### src/rtl/adc_scan.sv
// Round-robin scanner for an MCP3008-style 10-bit SPI ADC (mode 0).
// Keeps the latest conversion of every channel on a flat result bus.
module adc_scan #(
  parameter int CLK_DIV = 4,
  parameter int NUM_CH  = 8,
  parameter int GAP_CYC = 16
) (
  input  logic                   SYS_CLK,
  input  logic                   RST,
  input  logic                   enable,
  output logic                   ADC_SCLK,
  output logic                   ADC_CS_N,
  output logic                   ADC_MOSI,
  input  logic                   ADC_MISO,
  output logic [NUM_CH*10-1:0]   adc_vals,
  output logic                   adc_valid,
  output logic [2:0]             adc_ch,
  output logic                   scan_done
);

  typedef enum logic [2:0] {
    IDLE  = 3'd0,
    SETUP = 3'd1,
    SHIFT = 3'd2,
    HOLD  = 3'd3,
    GAP   = 3'd4
  } state_t;

  localparam int CMAX = (CLK_DIV > GAP_CYC) ? CLK_DIV : GAP_CYC;
  localparam int CW   = $clog2(CMAX) + 1;
  localparam logic [CW-1:0] DIV_LAST = CW'(CLK_DIV - 1);
  localparam logic [CW-1:0] GAP_LAST = CW'(GAP_CYC - 1);
  localparam logic [2:0]    CH_LAST  = 3'(NUM_CH - 1);

  // Command bit presented after the SCLK fall that ends toggle 'tog' (odd toggles only).
  function automatic logic mosi_bit(input logic [5:0] tog, input logic [2:0] ch);
    logic b;
    case (tog)
      6'd1:    b = 1'b1;
      6'd3:    b = ch[2];
      6'd5:    b = ch[1];
      6'd7:    b = ch[0];
      default: b = 1'b0;
    endcase
    return b;
  endfunction

  state_t                 state_r, state_s;
  logic [CW-1:0]          cnt_r, cnt_s;
  logic [5:0]             tog_r, tog_s;
  logic [2:0]             ptr_r, ptr_s;
  logic [9:0]             shift_r, shift_s;
  logic                   sclk_r, sclk_s;
  logic                   cs_n_r, cs_n_s;
  logic                   mosi_r, mosi_s;
  logic [NUM_CH*10-1:0]   vals_r, vals_s;
  logic                   valid_r, valid_s;
  logic [2:0]             ch_r, ch_s;
  logic                   done_r, done_s;

  // Next-state and next-output logic; every output is the register of its next value.
  always_comb begin
    state_s = state_r;
    cnt_s   = cnt_r;
    tog_s   = tog_r;
    ptr_s   = ptr_r;
    shift_s = shift_r;
    sclk_s  = sclk_r;
    cs_n_s  = cs_n_r;
    mosi_s  = mosi_r;
    vals_s  = vals_r;
    valid_s = 1'b0;
    ch_s    = ch_r;
    done_s  = 1'b0;
    case (state_r)
      IDLE: begin
        if (enable) begin
          state_s = SETUP;
          cnt_s   = '0;
          cs_n_s  = 1'b0;
          mosi_s  = 1'b1;
        end else begin
          state_s = IDLE;
        end
      end
      SETUP: begin
        if (cnt_r == DIV_LAST) begin
          state_s = SHIFT;
          cnt_s   = '0;
          tog_s   = 6'd0;
        end else begin
          cnt_s = cnt_r + CW'(1);
        end
      end
      SHIFT: begin
        if (cnt_r != DIV_LAST) begin
          cnt_s = cnt_r + CW'(1);
        end else begin
          cnt_s  = '0;
          sclk_s = ~sclk_r;
          tog_s  = tog_r + 6'd1;
          if (!sclk_r) begin
            // Rising edges k=8..17 carry B9..B0; earlier ones (incl. null bit) are dropped.
            if (tog_r >= 6'd14) begin
              shift_s = {shift_r[8:0], ADC_MISO};
            end else begin
              shift_s = shift_r;
            end
          end else begin
            mosi_s = mosi_bit(tog_r, ptr_r);
            if (tog_r == 6'd33) begin
              state_s = HOLD;
              vals_s[int'(ptr_r)*10 +: 10] = shift_r;
              valid_s = 1'b1;
              ch_s    = ptr_r;
              if (ptr_r == CH_LAST) begin
                done_s = 1'b1;
                ptr_s  = 3'd0;
              end else begin
                ptr_s = ptr_r + 3'd1;
              end
            end else begin
              state_s = SHIFT;
            end
          end
        end
      end
      HOLD: begin
        if (cnt_r == DIV_LAST) begin
          state_s = GAP;
          cnt_s   = '0;
          cs_n_s  = 1'b1;
        end else begin
          cnt_s = cnt_r + CW'(1);
        end
      end
      GAP: begin
        if (cnt_r == GAP_LAST) begin
          cnt_s = '0;
          if (enable) begin
            state_s = SETUP;
            cs_n_s  = 1'b0;
            mosi_s  = 1'b1;
          end else begin
            state_s = IDLE;
          end
        end else begin
          cnt_s = cnt_r + CW'(1);
        end
      end
      default: begin
        state_s = IDLE;
        cnt_s   = '0;
        sclk_s  = 1'b0;
        cs_n_s  = 1'b1;
        mosi_s  = 1'b0;
      end
    endcase
  end

  // State and output registers.
  always_ff @(posedge SYS_CLK or posedge RST) begin
    if (RST) begin
      state_r <= IDLE;
      cnt_r   <= '0;
      tog_r   <= 6'd0;
      ptr_r   <= 3'd0;
      shift_r <= 10'd0;
      sclk_r  <= 1'b0;
      cs_n_r  <= 1'b1;
      mosi_r  <= 1'b0;
      vals_r  <= '0;
      valid_r <= 1'b0;
      ch_r    <= 3'd0;
      done_r  <= 1'b0;
    end else begin
      state_r <= state_s;
      cnt_r   <= cnt_s;
      tog_r   <= tog_s;
      ptr_r   <= ptr_s;
      shift_r <= shift_s;
      sclk_r  <= sclk_s;
      cs_n_r  <= cs_n_s;
      mosi_r  <= mosi_s;
      vals_r  <= vals_s;
      valid_r <= valid_s;
      ch_r    <= ch_s;
      done_r  <= done_s;
    end
  end

  assign ADC_SCLK  = sclk_r;
  assign ADC_CS_N  = cs_n_r;
  assign ADC_MOSI  = mosi_r;
  assign adc_vals  = vals_r;
  assign adc_valid = valid_r;
  assign adc_ch    = ch_r;
  assign scan_done = done_r;

endmodule

### config.mk
export PLATFORM = sky130hd
export DESIGN_NAME = adc_scan
export DESIGN_NICKNAME = d
export VERILOG_FILES = /design/src/rtl/adc_scan.sv
export SDC_FILE = /design/constraint.sdc
export NUM_CORES = 1
export LEC_CHECK = 0
export CELL_PAD_IN_SITES_DETAIL_PLACEMENT = 0
export CELL_PAD_IN_SITES_GLOBAL_PLACEMENT = 1
export CORE_ASPECT_RATIO = 1.2
export CORE_UTILIZATION = 38
export DETAILED_ROUTE_END_ITERATION = 12
export GPL_TIMING_DRIVEN = 0
export PLACE_DENSITY_LB_ADDON = 0.1
export SETUP_SLACK_MARGIN = 0.5
export SLEW_MARGIN = 10
export SYNTH_ARGS = -nofsm -noshare
export SYNTH_HDL_FRONTEND = slang
export SYNTH_SLANG_ARGS = --single-unit
### constraint.sdc
create_clock -name SYS_CLK -period 3.8 [get_ports SYS_CLK]
set_input_delay 0.76 -clock SYS_CLK [delete_from_list [all_inputs] [get_ports SYS_CLK]]
set_output_delay 0.76 -clock SYS_CLK [all_outputs]
set_load 0.02 [all_outputs]
==> metrics.yaml <==
status: "complete, no violations"
drt-total-wl_um: 20400
drc: 0
cts_buffer_depth: 2
tightest_slew_ns: 0.704
synthArstFlopShare: 1.00
pin_count: 92
fin_tns_setup_ns: 0
cts_hold_repair.buffers: 0
power_uw: 3300
end_kind: "flop"
initial_core_util: 0.387
setup_violations: 0
p_leak_uw: 0.00365
drt_iter0_drc: 474
route.vias.total: 5890
die_h_um: 145
post-dp-hpwl_um: 15400
antenna_cells: 0
drv_slew: 0
path_clk_slew_ns: 0.05
cp.required_ns: 4.10
syn_avg_cell_area_um2: 9.65
globalRouteOverflowTotal: 0
worst_slack_ns: 0.605
row_count: 52
synth_flop_cell: "dfrtp_1"
cts_buffers: 17
clk_latency_ns: 0.41
rsz0062_at_grt: "yes"
core_um2: 16800
ir_drop_mv: 0.277
stdcell_count: 1028
wl_per_cell_um: 19.8
switching_share: 0.255
worst_clock_skew_ns: 0.00746
nNetsFinal: 817
io_buffers: 91
arrival_ns: 3.49
finalHoldViolCount: 0
grt_max_degree: 39
yosys.cell_types.count: 74
start_kind: "flop"
dp_slack_ns: -0.115
power_frac_comb: 0.118
synth_fp_nets: 691
gp_congestion: 0.923
clockPowerShare: 0.479
die_area_um2: 17600
synth-edff-count: 0
mostFrequentLayoutCells: "dfrtp_1, nand2_1, clkdlybuf4s50_1"
cts_tree: "done"
grt_use_met3: 0.0362
cts-root-buf: "clkbuf_16"
drive_gt1_frac: 0.225
critPathKind: "reg -> reg"
dp.cells: 983
antenna_found_initial: 0
met1_usage: 0.313
min_period_ns: 3.20
power_switching_uw: 844
syn_to_final_growth_pct: 34.6
power_frac_seq: 0.403
crit_fanout: 7
final_antenna_net_count: 0
die_w_um: 121
grt_pass1_wl_um: 32800
hold_ws_ns: 0.473
ys_seq_elements: 115
yosysWarnings: 0
p_int_uw: 2460
ys_seq_area_frac: 0.443
fin_crit_sh: 0.841
hold_class: "reg -> reg"
maxSlewHeadroom: 0.531
gr-usage-met2: 0.389
syn_area_um2: 6490
cap_violations: 0
p_per_area_nw_per_um2: 378
fmax_mhz: 313
synthCells: 673
grt_use_total: 0.242
gr-max-usage-layer: "met2"
cts.sinks: 115
avgViaCountPerCell: 5.73
layout_commonest_cell: "dfrtp_1"
dr.pass1.iters: 5
ctsHtreeMaxLevel: 4
grt_pass1_vias: 6014
-- state kept, by name, summed over array words and instances, names as in the netlist --
name	flops
ptr_r	3
tog_r	6
scan_done	1
adc_valid	1
ADC_CS_N	1
adc_vals	80
ADC_SCLK	1
cnt_r	5
ADC_MOSI	1
shift_r	10
state_r	3
adc_ch	3
-- per-stage QoR --
stage	util	cell area (µm²)
2_1_floorplan	-	6500
3_3_place_gp	0.458	7680
3_5_place_dp	0.461	7740
4_1_cts	0.512	8590
5_1_grt	0.521	8740
6_report	0.521	8740
-- per-layer routing --
layer	vias up	share of wire	wire length, µm
met5	-	0	0
met4	0	0.030	613
met3	39	0.042	848
met2	187	0.49	9930
met1	2937	0.44	8980
li1	2727	-	-
-- cells by family (layout without fill, tap and decap cells) --
family,count (synthesis),count (layout),synth area share
fa+ha+maj,14,14,0.0270
flops,115,115,0.443
buf+inv,56,195,0.0387
xor+xnor,11,11,0.0160
simple gates,245,245,0.199
compound gates,163,163,0.158
mux,69,69,0.118
-- synth_stat cells (6+ instances only) --
cell type    n  share of area
and3_1      11          0.011
a31oi_1      7         0.0067
nand3_1     19          0.015
o22ai_1     31          0.030
inv_1       23          0.013
buf_2       15          0.012
dfrtp_1    114           0.44
ha_1        14          0.027
o21ai_0     60          0.046
mux2_2      50          0.087
nor3_1      10         0.0077
clkbuf_1    10         0.0058
a221oi_1     6         0.0081
mux2i_1     17          0.026
nand2_1     97          0.056
nand4_1      9         0.0087
a21oi_1     20          0.015
nor2_1      50          0.029
-- critical path, stage by stage (launching register included) --
cell and delay (ns):
dfrtp_2 0.44, ha_1 0.19, ha_1 0.20, inv_1 0.10
ha_4 0.23, nor3_4 0.18, and3_1 0.21, ha_1 0.30
inv_2 0.19, nand3_2 0.22, nor3b_2 0.24, o21a_1 0.23
mux2_2 0.36
-- power groups by stage --
stage               sequential, µW  combinational (µW)  clock, µW
finish                        1330                 390       1580
global route                  1340                 444       1670
CTS                           1330                 392       1620
detailed placement            1350                 389          0
global placement              1350                 370          0
floorplan                     1350                 268          0
-- path summary, 6_finish.rpt --
kind | cells after the start | slack [ns] | startpoint | endpoint
max | 12 | 0.60 | ptr_r[2]$_DFFE_PP0P_ | adc_vals[8]$_DFFE_PP0P_
min | 2 | 0.47 | adc_vals[64]$_DFFE_PP0P_ | adc_vals[64]$_DFFE_PP0P_
max reg2reg | 12 | 0.60 | ptr_r[2]$_DFFE_PP0P_ | adc_vals[8]$_DFFE_PP0P_
min reg2reg | 2 | 0.47 | adc_vals[64]$_DFFE_PP0P_ | adc_vals[64]$_DFFE_PP0P_
max in group asynchronous | 4 | 2.30 | RST | adc_vals[53]$_DFFE_PP0P_
min in group asynchronous | 2 | 0.76 | RST | adc_ch[1]$_DFFE_PP0P_
-- area by class of cell --
cell class,count,area (µm²)
buffer,32,190
fill,1581,8040
tap,216,270
sequential,115,2880
clock inverter,9,103
multi-input combinational,502,3650
inverter,24,93.8
timing repair buffer,107,1070
clock buffer,23,488
-- timing repair --
action                     in CTS  in global routing
resized for setup              48                 21
pin swaps                       2                  4
buffers inserted                4                  9
setup endpoints to repair      80                 73
Note: power is estimated with default switching activity, not from simulation.
